[src/rtl/store_dec.sv]
// store_dec: loadable store drained by STEP per accepted request, falling-edge FSM.
// Optional macro STORE_DEC_SATURATE_EN: accept a partial final decrement down to zero.
`default_nettype none

module store_dec #(
  parameter int WIDTH = 32,
  parameter int STEP  = 3,
  parameter int CNT_W = 16
) (
  input  logic             clock,
  input  logic             clear,
  input  logic             load,
  input  logic [WIDTH-1:0] load_value,
  input  logic             dec_req,
  output logic             dec_ack,
  output logic [WIDTH-1:0] store,
  output logic [CNT_W-1:0] count,
  output logic             empty,
  output logic             underflow,
  output logic             busy
);

  typedef enum logic [1:0] {
    IDLE   = 2'd0,
    ACTIVE = 2'd1,
    EMPTY  = 2'd2
  } state_t;

  localparam logic [WIDTH-1:0] STEP_V = WIDTH'(STEP);

  state_t           state;
  logic [WIDTH-1:0] store_less_step;
  logic [CNT_W-1:0] count_inc;

  assign store_less_step = store - STEP_V;
  assign count_inc       = (&count) ? count : count + 1'b1;

  always_ff @(negedge clock or posedge clear) begin
    if (clear) begin
      state     <= IDLE;
      store     <= '0;
      count     <= '0;
      dec_ack   <= 1'b0;
      underflow <= 1'b0;
    end else begin
      dec_ack <= 1'b0;
      if (load) begin
        // A request on the load edge is dropped outright.
        store     <= load_value;
        count     <= '0;
        underflow <= 1'b0;
        state     <= (load_value >= STEP_V) ? ACTIVE : EMPTY;
      end else begin
        case (state)
          IDLE: ;
          ACTIVE: begin
            if (dec_req) begin
              store   <= store_less_step;
              count   <= count_inc;
              dec_ack <= 1'b1;
              if (store_less_step < STEP_V) state <= EMPTY;
            end
          end
          EMPTY: begin
            if (dec_req) begin
`ifdef STORE_DEC_SATURATE_EN
              if (store != '0) begin
                store   <= '0;
                count   <= count_inc;
                dec_ack <= 1'b1;
              end else begin
                underflow <= 1'b1;
              end
`else
              underflow <= 1'b1;
`endif
            end
          end
          default: state <= IDLE;
        endcase
      end
    end
  end

  assign empty = (store < STEP_V);
  assign busy  = (state == ACTIVE);

endmodule

`default_nettype wire

[config.mk]
export PLATFORM = sky130hd
export DESIGN_NAME = store_dec
export DESIGN_NICKNAME = d
export VERILOG_FILES = /design/src/rtl/store_dec.sv
export SDC_FILE = /design/constraint.sdc
export NUM_CORES = 1
export LEC_CHECK = 0
export BUFFER_PORTS_ARGS = -buffer_cell sky130_fd_sc_hd__buf_2
export CORE_AREA = 2 2 78 88
export DETAILED_ROUTE_END_ITERATION = 8
export DIE_AREA = 0 0 80 90
export PLACE_DENSITY = 0.79
export SLEW_MARGIN = 20
export SYNTH_ARGS = -nofsm -noshare
export SYNTH_HDL_FRONTEND = slang
export SYNTH_SLANG_ARGS = --single-unit
[constraint.sdc]
create_clock -name clock -period 4.1 [get_ports clock]
set_input_delay 0 -clock clock [delete_from_list [all_inputs] [get_ports clock]]
set_output_delay 0 -clock clock [all_outputs]
set_load 0.1 [all_outputs]
Yosys cells after proc, flatten, opt, wreduce, memory -nomap -nowiden
Cells that the tools add are included.
Cells by class
  mux-type cells: 18
  eq/ne operators: 6
  $lt $le $gt $ge: 3
  reduce and logical (&&, ||, !) cells: 10
  $add $sub $neg: 2
Operators with widths (number)
  32-bit 2-to-1 mux: 3
  32-bit by 2-bit less-than comparator with 1-bit output, second input constant: 2
  16-bit 2-to-1 mux: 4
  32-bit by 2-bit >= comparator with 1-bit output, second input constant: 1
  32-bit by 2-bit subtractor with 32-bit output, second input constant: 1
  16-bit by 1-bit adder with 16-bit output, second input constant: 1
  16-bit AND reduction: 1
  2-bit 2-to-1 mux: 4
  1-bit 2-to-1 mux: 6
  3-bit AND reduction: 2
  2-bit nonzero test: 3
  2-bit one-hot mux with 2 select lines: 1
  2-bit AND reduction: 2
  3-bit by 2-bit inequality test with 1-bit output, second input constant: 1
  3-bit inequality test, second input constant: 1
  2-bit by 1-bit equality test with 1-bit output, second input constant: 1
  2-bit equality test, second input constant: 1
  2-bit logical NOT: 1
  2-bit by 1-bit inequality test with 1-bit output, second input constant: 1
  2-bit inequality test, second input constant: 1
  2-bit OR reduction: 1
Storage, ports and cells
  bits in registers: 52
  input port bits: 36
  output and inout bits: 52

Depth between registers and ports, before layout
  depth in word-level cells: 6
  mapped depth: 9
  gate-level depth less buffers: 7

==> out/results.ini <==
[global_route]
grt_overflow=0
grt_pass1_wl_um=14000
grt_pass1_vias=2969
antenna_found_initial=0
grt_max_degree=85
track_usage_pct=24.1

[critical_path]
rr_worst_depth=7
critical_path_required_ns=4.10
startpoint_type=flip-flop
arrival_ns=4.27
cp_max_fo=5
worst-setup-path-type=flip-flop to primary output
cp-end-kind=primary output

[synthesis]
async_flop_share_pct=100
syn_area_um2=3260
yosys_warnings=0
synth-seq-area-share_pct=39.9
netlist_instances=382
synth_cell_type_count=47
ys_ff_latch=52
ys.flop_type=dfrtn_1
yosysTopAreaCell=dfrtn_1
yosysTopAreaCellShare_pct=39.9
post-synth-top-count-cell=dfrtn_1
synthTopCellsByArea=dfrtn_1 (40%), xnor2_1 (7.8%), o21ai_0 (6.1%)
synth_edf_count=0
yosys-top-cells-count=dfrtn_1 (52), nand2_1 (41), o21ai_0 (40), nor2_1 (35), xnor2_1 (29)
synth_nets=421
avgSynthCellArea_um2=8.53

[sta]
fin_skew_ns=0.0130
rsz0062_at_grt=yes
maxSlewViolCount=0
finalHoldViolCount=0
relSlewSlack_pct=54.0
layout_setup_ws_ns=-0.167
setup_viol=1
worst_pin_slew_ns=0.690

[final_layout]
drive_gt1_share_pct=28.6
final_nets=521
area_delta_synth_final_pct=24.5
n_fill_cell=554
antenna_cells=0
final_core_util_pct=63.8

[power_and_ir_drop]
power_frac_seq_pct=40.4
powerDensity_nw_per_um2=358
p_comb_share_pct=38.2
power_frac_clock_pct=21.4
switching_share_pct=44.1
vdd_drop_max_uv=198
power.internal_w=0.000812
p_sw_w=0.000641
power.total_w=0.00145
cellLeakagePower_nw=1.72

[clock_network]
cts_root_buf=clkbuf_8
htree_levels=2
clkTransAtPathRegs_ns=0.07
cts_tree=yes
clkSinkCount=52
cts_made_buffers=5
clock_path_buffers=2
clk_latency_ns=0.31

[routing]
drtIter0Drc=197
drc=0
route.final.wire_length_um=8570
num_vias=3237
ant_nets=0
first_pass_iters=4
via_per_inst=5.73
wire_per_inst_um=15.2

[floorplanning]
dieArea_um2=7200
die_h_um=90
core_um2=6360
pin_count=88
dieWidth_um=80
start_util_pct=51.2
num_rows=31

[job]
max-cap-violations=0

[status]
violations=negative setup slack
status=finished, violations left

[placement]
place.port_buffers=87
dp_hpwl_um=6480
place.gp.congestion=0.937

[min_path]
hp-class=flip-flop to flip-flop
hold_path_depth=2

cells by family (layout without fill, tap and decap cells):
logic type      after synthesis  after routing  share of synthesized area (%)
xor+xnor                     48             48                           12.9
fa+ha+maj                     3              3                           1.15
buf+inv                      29            130                           3.84
flops                        52             52                           39.9
simple gates                187            187                           30.7
compound gates               62             62                           11.2
mux                           1              1                          0.307
path summary, 6_finish.rpt:
check | start | to | slack [ns]
worst min register to register | underflow$_DFFE_NP0P_ | underflow$_DFFE_NP0P_ | 0.45
max in group asynchronous | clear | store[8]$_DFFE_NP0P_ | 1.86
worst min-delay path | underflow$_DFFE_NP0P_ | underflow$_DFFE_NP0P_ | 0.45
worst max register to register | store[0]$_DFFE_NP0P_ | state[0]$_DFFE_NP0P_ | 1.43
min in group asynchronous | clear | count[10]$_DFFE_NP0P_ | 1.65
worst max-delay path | store[12]$_DFFE_NP0P_ | empty | -0.17
placed cells by master, fill, tap and decap left out, types with 5 or more instances in the layout:
| cell | synthesis | routed |
|---|---|---|
| buf_2 | 1 | 86 |
| o21ai_0 | 40 | 40 |
| nor3b_1 | 5 | 5 |
| xnor2_1 | 29 | 29 |
| nor3_1 | 12 | 11 |
| xor2_1 | 19 | 19 |
| nand2_1 | 41 | 41 |
| clkbuf_8 | 0 | 5 |
| nand3_1 | 14 | 14 |
| dfrtn_1 | 52 | 52 |
| nor2_1 | 35 | 35 |
| nand4_1 | 15 | 15 |
| inv_1 | 7 | 6 |
| nor4_1 | 25 | 24 |
| or3_1 | 13 | 11 |
| buf_4 | 0 | 27 |
state kept, by name (all words and copies together) (netlist names):
| signal | count |
|---|---|
| store | 32 |
| count | 16 |
| state | 2 |
| dec_ack | 1 |
| underflow | 1 |
through the flow:
step | std cells | area [um2] | hold slack [ns] | setup WS, ns | setup TNS, ns
after floorplan | 382 | 3280 | 0.523 | -0.883 | -0.883
after global placement | 557 | 3950 | 0.453 | 0.0376 | 0
after detailed placement | 557 | 3950 | 0.448 | -0.0462 | -0.0462
after CTS | 565 | 4050 | 0.451 | -0.163 | -0.163
after global routing | 565 | 4060 | 0.496 | -0.221 | -0.221
final | 565 | 4060 | 0.449 | -0.167 | -0.167
what timing repair did:
| item | 4_1_cts | 5_1_grt |
|---|---|---|
| setup endpoints to repair | 1 | 1 |
| endpoints found under the hold margin | 0 | 0 |
| hold buffers | 0 | 0 |
| resized for setup | 0 | 2 |
| buffers inserted | 0 | 0 |
layer usage:
metal / vias to the layer above / track usage [%] / share of wire (%)
li1: 1573 / - / -
met1: 1543 / 32.5 / 43
met2: 108 / 38.8 / 49
met3: 13 / 4.72 / 6.4
met4: 0 / 7.20 / 1.6
met5: - / 0 / 0
power groups by stage:
| stage | Combinational [W] | Clock, W | Sequential (W) |
|---|---|---|---|
| 4_1_cts | 0.000553 | 0.000316 | 0.000585 |
| 3_5_place_dp | 0.000551 | 0 | 0.000594 |
| 2_1_floorplan | 0.000163 | 0 | 0.000843 |
| 5_1_grt | 0.000587 | 0.000337 | 0.000591 |
| 6_report | 0.000555 | 0.000311 | 0.000587 |
| 3_3_place_gp | 0.000546 | 0 | 0.000593 |
worst max-delay path: stages, from the launching register on:
cell,delay (ns)
dfrtn_1,0.36
or3_4,0.41
or4_4,0.50
or2_4,0.28
nor3_4,0.16
buf_12,0.20
area by class of cell:
cell class              instances  area (um2)  share of cell area (%)
well taps                      82         103                    2.53
flip-flops and latches         52        1300                    32.1
clock buffers                   5        68.8                    1.70
repair buffers                115         673                    16.6
multi-input cells             301        1860                    45.8
inverters                       7        26.3                   0.647
clock inverters                 3        26.3                   0.647
No activity file was read; power rests on OpenSTA's default activity.
